==> config.mk <==
export PLATFORM = sky130hd
export DESIGN_NAME = swing_duration_meter_flat
export DESIGN_NICKNAME = d
export VERILOG_FILES = /design/src/rtl/swing_duration_meter_if.sv /design/src/rtl/swing_duration_meter.sv /design/src/flat_wrapper.sv
export SDC_FILE = /design/constraint.sdc
export NUM_CORES = 1
export LEC_CHECK = 0
export BUFFER_PORTS_ARGS = -buffer_cell sky130_fd_sc_hd__buf_2
export CAP_MARGIN = 20
export CORE_MARGIN = 1.5
export CORE_UTILIZATION = 50
export DETAILED_ROUTE_END_ITERATION = 16
export GPL_TIMING_DRIVEN = 0
export PLACE_DENSITY = 0.64
export RECOVER_POWER = 100
export SLEW_MARGIN = 20
export SYNTH_ARGS = -nofsm -noshare
export SYNTH_HDL_FRONTEND = slang
export SYNTH_SLANG_ARGS = --single-unit
==> constraint.sdc <==
create_clock -name CLOCK_50 -period 4.1 [get_ports CLOCK_50]
set_input_delay 0.41 -clock CLOCK_50 [delete_from_list [all_inputs] [get_ports CLOCK_50]]
set_output_delay 0.41 -clock CLOCK_50 [all_outputs]
set_load 0.05 [all_outputs]
==> src/rtl/swing_duration_meter_if.sv <==
// Result handshake bundle between swing_duration_meter and the game logic.
// master = the meter (drives the result), slave = the consumer (drives swing/ack).
interface swing_duration_meter_if;
  logic       swing;
  logic       ack;
  logic [4:0] duration;
  logic       valid;
  logic       busy;
  logic       overflow;

  modport master (
    input  swing,
    input  ack,
    output duration,
    output valid,
    output busy,
    output overflow
  );

  modport slave (
    output swing,
    output ack,
    input  duration,
    input  valid,
    input  busy,
    input  overflow
  );
endinterface

==> src/rtl/swing_duration_meter.sv <==
// Times a debounced swing/button hold in half-second units and hands the result over with valid/ack.
// Optional macro SWING_ROUND_HALF_EN: round the captured duration to the nearest unit instead of flooring.
module swing_duration_meter #(
  parameter int HALF_SEC_CYCLES = 25_000_000,
  parameter int DEBOUNCE_CYCLES = 500_000,
  parameter int MAX_UNITS       = 31
) (
  input logic                    CLOCK_50,
  input logic                    KEY,
  swing_duration_meter_if.master bus
);

  localparam int SUB_W = (HALF_SEC_CYCLES > 1) ? $clog2(HALF_SEC_CYCLES) : 1;
  localparam int DEB_W = (DEBOUNCE_CYCLES > 1) ? $clog2(DEBOUNCE_CYCLES) : 1;

  localparam logic [SUB_W-1:0] SUB_LAST  = SUB_W'(HALF_SEC_CYCLES - 1);
  localparam logic [DEB_W-1:0] DEB_LAST  = DEB_W'(DEBOUNCE_CYCLES - 1);
  localparam logic [4:0]       UNITS_MAX = 5'(MAX_UNITS);

  typedef enum logic [1:0] {
    IDLE,
    TIMING,
    HOLD
  } state_t;

  // Input path: synchronizer, debouncer, edge detect
  logic             sync1, sync2;
  logic             deb_level, deb_prev;
  logic [DEB_W-1:0] deb_cnt;
  logic             rise, fall;

  // NOTE: KEY is sampled on the clock edge like any other input, so it must be
  // held across at least one rising edge of CLOCK_50 to clear the block.
  always_ff @(posedge CLOCK_50) begin
    if (KEY) begin
      sync1     <= 1'b0;
      sync2     <= 1'b0;
      deb_level <= 1'b0;
      deb_prev  <= 1'b0;
      deb_cnt   <= '0;
    end else begin
      // NOTE: non-blocking assignments make every flop sample pre-edge values;
      // blocking ones here would collapse the two synchronizer stages into one.
      sync1    <= bus.swing;
      sync2    <= sync1;
      deb_prev <= deb_level;
      if (sync2 == deb_level) begin
        deb_cnt <= '0;
      end else if (deb_cnt == DEB_LAST) begin
        deb_level <= sync2;
        deb_cnt   <= '0;
      end else begin
        deb_cnt <= deb_cnt + DEB_W'(1);
      end
    end
  end

  assign rise = deb_level & ~deb_prev;
  assign fall = ~deb_level & deb_prev;

  // Measurement state
  state_t           state, state_n;
  logic [SUB_W-1:0] sub_cnt, sub_cnt_n;
  logic [4:0]       units, units_n;
  logic [4:0]       duration_q, duration_n;
  logic             valid_q, valid_n;
  logic             busy_q, busy_n;
  logic             ovf_q, ovf_n;

  // One TIMING step viewed post-increment, so a wrap coinciding with the fall is counted.
  logic             wrap;
  logic [SUB_W-1:0] sub_inc;
  logic [4:0]       units_inc;
  logic             ovf_inc;
  logic [4:0]       dur_cap;
  logic             ovf_cap;

  always_comb begin
    wrap      = (sub_cnt == SUB_LAST);
    sub_inc   = wrap ? '0 : sub_cnt + SUB_W'(1);
    units_inc = units;
    ovf_inc   = ovf_q;
    if (wrap) begin
      if (units == UNITS_MAX) ovf_inc = 1'b1;
      else                    units_inc = units + 5'd1;
    end

    dur_cap = units_inc;
    ovf_cap = ovf_inc;
`ifdef SWING_ROUND_HALF_EN
    if (sub_inc >= SUB_W'(HALF_SEC_CYCLES / 2)) begin
      if (units_inc == UNITS_MAX) ovf_cap = 1'b1;
      else                        dur_cap = units_inc + 5'd1;
    end
`endif
  end

  // NOTE: every variable gets its hold value first; a path that left one
  // unassigned would make synthesis infer a latch to remember it.
  always_comb begin
    state_n    = state;
    sub_cnt_n  = sub_cnt;
    units_n    = units;
    duration_n = duration_q;
    valid_n    = valid_q;
    busy_n     = busy_q;
    ovf_n      = ovf_q;

    case (state)
      IDLE: begin
        if (rise) begin
          state_n   = TIMING;
          sub_cnt_n = '0;
          units_n   = '0;
          ovf_n     = 1'b0;
          busy_n    = 1'b1;
        end
      end

      TIMING: begin
        sub_cnt_n = sub_inc;
        units_n   = units_inc;
        ovf_n     = ovf_inc;
        if (fall) begin
          duration_n = dur_cap;
          ovf_n      = ovf_cap;
          valid_n    = 1'b1;
          busy_n     = 1'b0;
          state_n    = HOLD;
        end
      end

      HOLD: begin
        // Edges seen here are dropped; a still-high swing needs a fresh rise later.
        if (bus.ack) begin
          valid_n = 1'b0;
          state_n = IDLE;
        end
      end

      default: begin
        state_n = IDLE;
        busy_n  = 1'b0;
        valid_n = 1'b0;
      end
    endcase
  end

  always_ff @(posedge CLOCK_50) begin
    if (KEY) begin
      state      <= IDLE;
      sub_cnt    <= '0;
      units      <= '0;
      duration_q <= '0;
      valid_q    <= 1'b0;
      busy_q     <= 1'b0;
      ovf_q      <= 1'b0;
    end else begin
      state      <= state_n;
      sub_cnt    <= sub_cnt_n;
      units      <= units_n;
      duration_q <= duration_n;
      valid_q    <= valid_n;
      busy_q     <= busy_n;
      ovf_q      <= ovf_n;
    end
  end

  assign bus.duration = duration_q;
  assign bus.valid    = valid_q;
  assign bus.busy     = busy_q;
  assign bus.overflow = ovf_q;

endmodule

==> src/flat_wrapper.sv <==
// flat-port wrapper written by rule: the top's interface ports become plain ports
module swing_duration_meter_flat 
#(
  parameter int HALF_SEC_CYCLES = 25_000_000,
  parameter int DEBOUNCE_CYCLES = 500_000,
  parameter int MAX_UNITS       = 31
)
  (CLOCK_50, KEY, bus_swing, bus_ack, bus_duration, bus_valid, bus_busy, bus_overflow);
  swing_duration_meter_if bus_i ();
  input logic CLOCK_50;
  input logic KEY;
  input wire logic [$bits(bus_i.swing)-1:0] bus_swing;
  input wire logic [$bits(bus_i.ack)-1:0] bus_ack;
  output wire logic [$bits(bus_i.duration)-1:0] bus_duration;
  output wire logic [$bits(bus_i.valid)-1:0] bus_valid;
  output wire logic [$bits(bus_i.busy)-1:0] bus_busy;
  output wire logic [$bits(bus_i.overflow)-1:0] bus_overflow;
  assign bus_i.swing = bus_swing;
  assign bus_i.ack = bus_ack;
  assign bus_duration = bus_i.duration;
  assign bus_valid = bus_i.valid;
  assign bus_busy = bus_i.busy;
  assign bus_overflow = bus_i.overflow;
  swing_duration_meter #(.HALF_SEC_CYCLES(HALF_SEC_CYCLES), .DEBOUNCE_CYCLES(DEBOUNCE_CYCLES), .MAX_UNITS(MAX_UNITS)) u_core (.CLOCK_50(CLOCK_50), .KEY(KEY), .bus(bus_i));
endmodule
# Word level (Yosys, flattened, before mapping)
# Cells that the tools add are included.
# word_totals
wordCells,64
ff_bits,63
inputBits,4
# classes
muxes,21
n_bitwise,7
eq_ne,11
add_sub_neg,3
reduce_logical,10
# ops
op,n
$mux W25,2
$pmux W25 S2,1
$add A25 B1 Y25 const B,1
$eq A25 B25 Y1 const B,1
$add A19 B1 Y19 const B,1
$eq A19 B19 Y1 const B,1
$mux W5,3
$pmux W5 S2,1
$reduce_and A3 Y1,3
$ne A2 B1 Y1 const B,4
$mux W1,7
$mux W2,3
$pmux W1 S3,2
$pmux W2 S3,1
$reduce_and A2 Y1,3
$add A5 B1 Y5 const B,1
$eq A5 B5 Y1 const B,1
$not A1 Y1,5
$reduce_and A4 Y1,1
$reduce_or A3 Y1,1
$and A1 B1 Y1,2
$eq A2 B1 Y1 const B,1
$eq A2 B2 Y1 const B,1
$logic_not A2 Y1,1
other kinds (4),4

# Depth between registers and ports, before layout
# Gate-level depths: netlist of the first run.
# logic_depth
word_depth,4
ltp_mapped,9
mapped_depth_nobuf,6

# Worst setup path after synthesis of the first run
# No wires, ideal clock.
# synth_timing
path_kind,register -> register
start,register u_core.sub_cnt[0]
end,register u_core.sub_cnt[16]
setup_time_ps,72
path_stages_with_launch,10
path_buffers,3
slack_ps,2291
arrival_time_ps,1738
cell_sequence,dfxtp_1 > ha_1 > and3_1 > buf_6 > and4_4 > a211oi_2 > buf_6 > buf_12 > nand4_1 > mux2i_1
# synth_via
elab_chain_cells,3
word_cells_on_any_way,4
classes_between,1 x add/sub; 1 x eq/ne; 2 x mux
# synth_rtl
element,line_no,rtl
start: declaration,swing_duration_meter.sv:63,"logic [SUB_W-1:0] sub_cnt, sub_cnt_n;"
start signal: assignment,swing_duration_meter.sv:160,sub_cnt <= sub_cnt_n;
$add A25 B1 Y25 / $eq A25 B25 Y1 (equally long branches),"swing_duration_meter.sv:80, swing_duration_meter.sv:79",
$mux W25 (*),swing_duration_meter.sv:80,sub_inc = wrap ? '0 : sub_cnt + SUB_W'(1);
$pmux W25 S2 (*),swing_duration_meter.sv:109,case (state)
# Every way passes the cells marked *; elsewhere a longest branch is shown, timed or not.
# A chain may end at the register's enable or synchronous reset.

# Worst setup path in the final report of the first run
# layout_timing
start,register u_core.sub_cnt[0]
end,register u_core.sub_cnt[11]
# The elaborated chain is that of the path after synthesis.

==> impl_results.md, run 1 <==
- RSZ-0062 raised after global routing: no
- Hold_buf cts: 0
- Mean Syn Cell Area: 8.24 sq um
- Antenna violations before repair: 0
- Status: finished, final reports clean
- Number of enable flip-flop cells after synthesis: 0
- Most common cell after layout, fill and taps aside: dfxtp_1
- Final ANT Viol Nets: 0
- Vias in the first global route: 2,465
- Max FO, Critical Path: 10
- Post-Synthesis Net Count: 388
- Vias per cell: 5.80
- Fin. max-slew vios: 0
- Mapped Cells: between 300 and 400
- Initial DRC Count: 139
- Depth of the CTS H-tree: 3
- Worst setup margin: 1.35 ns
- CTS Buf Count: 9
- Period utilisation layout: 0.670
- HP Class: in -> reg
- Worst slew pin tran: 0.821 ns
- Diode count: 0
- Critical path required time: around 4.4 ns
- CP startpoint kind: flip-flop
- First-pass iteration count of the detailed router: 4
- GRT Total Usage: 0.222
- Layout cell share with drive strength beyond 1: 0.0665
- Die Footprint: 0.00676 sq mm
- Max clock buf depth: 2
- WL final: 7090 um
- Most common flop cell mapped by yosys: dfxtp_1
- Clk Tree Root Cell: clkbuf_8
- Met3 GRT Util: 0.0626
- CTS tree: yes
- FMAX: 364 MHz
- DRC Markers: 0
- Post-CTS setup buffers: 0
- Crit end category: flip-flop
- Setup Viol. Count Final: 0
- GRT Residual Overflow: 0
- Routed len/inst: 14.7 um
- Ys Warns: 0
- First-pass GRT wire length: 11,400 um
- Mapped cell area: between 0.003 and 0.004 sq mm
- CTS sink count: 63
- Core Box Area: ~0.0060 sq mm
- Async SR Flop Fraction: 0
- I/O Pins: 12
- Max rail drop VDD: roughly 0.27 mV
- Clk Latency, worst-skew pair: 0.34 ns
- Placer congestion estimate: ~0.86
- Crit path DAT: between 3 and 4 ns
- Routed via count: around 2,800
- Netlist cell types: 50
- IO Port Bufs: 10
- Pre-CTS setup slack: 2.00 ns
- GRT met2 Usage: 0.359
- GRT Max-Usage Layer: met2
- Num rows: 28
- Fin. Hold Viols: 0
- Slew HR: 0.448
- Max cap viols: 0
- M1 GR Usage: 0.285
- Flops & latches, synth: 63
- Largest net degree at the start of global routing: 11
- Setup TNS: 0 ns
- Pwr per Cell Area: 338 mW/mm^2
- Register area share after synthesis: 0.402
- Area added between synthesis and finish: 8.33%
- Min Clock Period, post-route: roughly 2.7 ns
- Die height: 82.2 um
- Detailed placer's ending HPWL: 4890 um
- Number of gates resized after CTS: 0
- Critical path type: reg -> reg
- Die width: about 82 um
- Starting Density: 0.524
- Pleak: 1.09 nW
- Most frequent cells in the layout: dfxtp_1 (63), nor2_1 (41), nand2_1 (35)
- Clock slew at reported path FFs: 0.07 ns
- Nets@finish: 409
- Layout Skew: 0.00694 ns
[Yosys cell counts, types with 4 or more instances]
master / instances / area share
nand3_1: 21 / 0.033
clkbuf_1: 4 / 0.0048
and4_1: 7 / 0.020
nor2b_1: 4 / 0.0080
and3_1: 8 / 0.016
xor2_1: 12 / 0.033
a21oi_1: 26 / 0.041
mux2i_1: 6 / 0.019
nor2_1: 41 / 0.049
o21ai_0: 26 / 0.041
xnor2_1: 12 / 0.033
nor3_1: 10 / 0.016
nand2b_1: 4 / 0.0080
a31oi_1: 10 / 0.020
nand4_1: 20 / 0.040
dfxtp_1: 63 / 0.40
inv_1: 10 / 0.012
o31a_1: 4 / 0.011
nor4_1: 7 / 0.014
buf_2: 7 / 0.011
nand2_1: 35 / 0.042
[power breakdown]
| group | leakage [nW] | internal (mW) | switching (mW) |
|---|---|---|---|
| registers | 0.508 | 0.614 | 0.00168 |
| clock network | 0.0892 | 0.276 | 0.236 |
| logic | 0.493 | 0.00547 | 0.0175 |
| total | 1.09 | 0.895 | 0.255 |
[kinds of logic (layout without fill, tap and decap cells)]
kind of cell | Yosys count | count (layout) | share of synthesized area
simple gates | 173 | 173 | 0.291
mux | 6 | 6 | 0.0191
compound gates | 82 | 82 | 0.155
buf+inv | 30 | 55 | 0.0534
fa+ha+maj | 3 | 3 | 0.0120
flops | 63 | 63 | 0.402
xor+xnor | 24 | 24 | 0.0670
[state kept, by name, indices dropped and copies added (netlist names)]
name and cells:
u_core.bus.duration 5, u_core.sub_cnt 25, u_core.deb_prev 1, u_core.sync1 1, u_core.sync2 1, u_core.bus.valid 1
u_core.bus.overflow 1, u_core.deb_cnt 19, u_core.state 2, u_core.bus.busy 1, u_core.units 5, u_core.deb_level 1
[through the flow]
step	std cells	util	hold WS, ns	total power [mW]	cell area, sq um
after floorplan	381	-	0.414	0.646	3140
after global placement	466	0.548	0.428	0.653	3280
after detailed placement	466	0.548	0.450	0.654	3280
after CTS	481	0.578	0.278	1.16	3460
after global routing	481	0.567	0.290	1.19	3400
final	481	0.567	0.282	1.15	3400
[area by class of cell]
class	count	area, sq um
multi-input combinational	288	1700
inverter	10	37.5
buffer	20	90.1
sequential	63	1260
clock buffer	11	131
fill	588	2590
clock inverter	4	47.5
timing repair buffer	10	40.0
tap	75	93.8
[critical path: stages, from the launching register on]
cell,delay (ns)
dfxtp_1,0.36
ha_1,0.25
and3_1,0.19
clkbuf_1,0.16
and4_1,0.25
a211oi_1,0.34
clkbuf_1,0.39
clkbuf_1,0.44
a21oi_1,0.13
a21oi_1,0.17
[metal layers]
layer  part of all wire  up-vias
li1                   -     1417
met1               0.50     1326
met2               0.46       39
met3              0.033        9
met4              0.011        0
met5                  0        -
[path summary, 6_finish.rpt]
check | cells after the start | slack [ns] | endpoint | from
setup reg to reg | 9 | 1.35 | u_core.sub_cnt[11] | u_core.sub_cnt[0]
setup / recovery | 9 | 1.35 | u_core.sub_cnt[11] | u_core.sub_cnt[0]
hold reg to reg | 1 | 0.46 | u_core.sync2 | u_core.sync1
hold / removal | 2 | 0.28 | u_core.sync1 | bus_swing
(Power assumes the default switching activity.)
==> run 2, diff against run 1 <==
--- a/config.mk
+++ b/config.mk
@@ -11,7 +11,7 @@
 export CORE_UTILIZATION = 50
 export DETAILED_ROUTE_END_ITERATION = 16
 export GPL_TIMING_DRIVEN = 0
-export PLACE_DENSITY = 0.64
+export PLACE_DENSITY = 0.66
 export RECOVER_POWER = 100
 export SLEW_MARGIN = 20
 export SYNTH_ARGS = -nofsm -noshare
==> constraint.sdc (replaced) <==
create_clock -name CLOCK_50 -period 2.44 [get_ports CLOCK_50]
set_input_delay 0.244 -clock CLOCK_50 [delete_from_list [all_inputs] [get_ports CLOCK_50]]
set_output_delay 0.244 -clock CLOCK_50 [all_outputs]
set_load 0.05 [all_outputs]
==> impl_results.md, run 2 (synthesis results as in run 1) <==
- Post-CTS setup buffers: 0
- Most common cell after layout, fill and taps aside: dfxtp_1
- Vias per cell: 5.74
- M1 GR Usage: 0.298
- Largest Register: u_core.sub_cnt
- Critical path required time: about 2.7 ns
- Pleak: 1.14 nW
- Min-Delay Startpoint: bus_swing
- Slew HR: 0.491
- Setup TNS: 0 ns
- Reg2Reg Setup Slack: between 0.2 and 0.3 ns
- Top flop regs: u_core.sub_cnt (25), u_core.deb_cnt (19)
- Most frequent cells in the layout: dfxtp_1 (63), nor2_1 (41), nand2_1 (35)
- Max FFs per register: 25
- Largest net degree at the start of global routing: 12
- Max cap viols: 0
- Worst slew pin tran: 0.756 ns
- Launching point of the worst reg2reg path: u_core.deb_level
- Die Footprint: 0.00676 sq mm
- CP most frequent cell: clkbuf_1
- Routed len/inst: between 10 and 15 um
- Clock slew at reported path FFs: 0.08 ns
- Max FO, Critical Path: 10
- Clk Tree Root Cell: clkbuf_8
- Max rail drop VDD: 0.571 mV
- Met3 GRT Util: 0.0505
- Pwr per Cell Area: 601 mW/mm^2
- RSZ-0062 raised after global routing: no
- First-pass GRT wire length: 11,000 um
- Worst setup margin: 0.275 ns
- GRT Max-Usage Layer: met2
- Critical path launch point: u_core.deb_level
- CTS Buf Count: 9
- Crit path DAT: between 2 and 2.5 ns
- Clk Latency, worst-skew pair: 0.35 ns
- DRC Markers: 0
- Die width: between 80 and 90 um
- Area added between synthesis and finish: 11.2%
- I/O Pins: 12
- Setup Viol. Count Final: 0
- GRT met2 Usage: 0.309
- GRT Total Usage: 0.214
- Die height: between 80 and 90 um
- Min Clock Period, post-route: 2.16 ns
- Hold_buf cts: 0
- Starting Density: 0.524
- Nets@finish: 409
- IO Port Bufs: 10
- CTS sink count: 63
- Diode count: 0
- Detailed placer's ending HPWL: 4750 um
- Util after Layout: 0.582
- GRT Residual Overflow: 0
- Fin. Hold Viols: 0
- HP Class: in -> reg
- CP startpoint kind: flip-flop
- Layout Skew: roughly 0.012 ns
- Vias in the first global route: 2,374
- Power Total: 2.10 mW
- First-pass iteration count of the detailed router: 5
- Cell chain of the critical path: clkbuf_1 > nand2b_1 > a21oi_2 > nor2_1 > clkbuf_1 > o211ai_1 > o31ai_1
- Antenna violations before repair: 0
- Final ANT Viol Nets: 0
- Critical path type: reg -> reg
- CP max stage delay: 0.39 ns
- Max clock buf depth: 2
- Critical path's slowest cell: a21oi_2
- FMAX: 462 MHz
- Number of gates resized after CTS: 0
- Core Box Area: 0.00599 sq mm
- CTS tree: yes
- Placer congestion estimate: 0.818
- Non-Filler Instances: 482
- Status: finished, final reports clean
- Fin. max-slew vios: 0
- Placed insts: 466
- Initial DRC Count: 150
- Num rows: 28
- Period utilisation layout: 0.887
- Crit end category: flip-flop
- WL final: 6800 um
- Pre-CTS setup slack: 0.369 ns
- Layout cell share with drive strength beyond 1: 0.0909
- Depth of the CTS H-tree: 3
- Routed via count: roughly 2,800
## run 2: area by class of cell
class / count / area (sq um)
repair buffers: 10 / 40.0
inverters: 10 / 37.5
well taps: 75 / 93.8
clock buffers: 11 / 141
flip-flops and latches: 63 / 1260
multi-input cells: 288 / 1710
clock inverters: 5 / 81.3
plain buffers: 20 / 128
fillers: 555 / 2500
## run 2: metrics by stage
step                      hold slack (ns)  cell area [sq um]
after global routing                0.129               3490
after CTS                           0.140               3500
after detailed placement            0.420               3280
after floorplan                     0.372               3140
final                               0.132               3490
after global placement              0.422               3280
## run 2: final timing paths
check             depth (start not counted)                  to
hold / removal                            2        u_core.sync1
setup / recovery                          7  u_core.sub_cnt[12]
hold reg to reg                           1        u_core.sync2
setup reg to reg                          7  u_core.sub_cnt[12]
## run 2: routing by layer
| layer | vias up | wire (um) |
|---|---|---|
| met5 | - | 0 |
| met4 | 0 | 117 |
| met3 | 13 | 264 |
| met2 | 59 | 2900 |
| met1 | 1275 | 3520 |
| li1 | 1418 | - |
## run 2: report_power, final
group          total, mW  internal [mW]  leakage, nW  switching (mW)
clock network       1.02          0.603        0.110           0.421
logic             0.0394        0.00941        0.519          0.0300
registers           1.03           1.03        0.508         0.00280
total               2.10           1.64         1.14           0.454
## run 2: worst max-delay path, delay by kind of cell, from the launching register on
kind	cells	cell delay (ns)
AO/OA/AOI/OAI	3	0.73
buffers and inverters	2	0.61
flip-flops	1	0.31
AND/OR/NAND/NOR	2	0.40
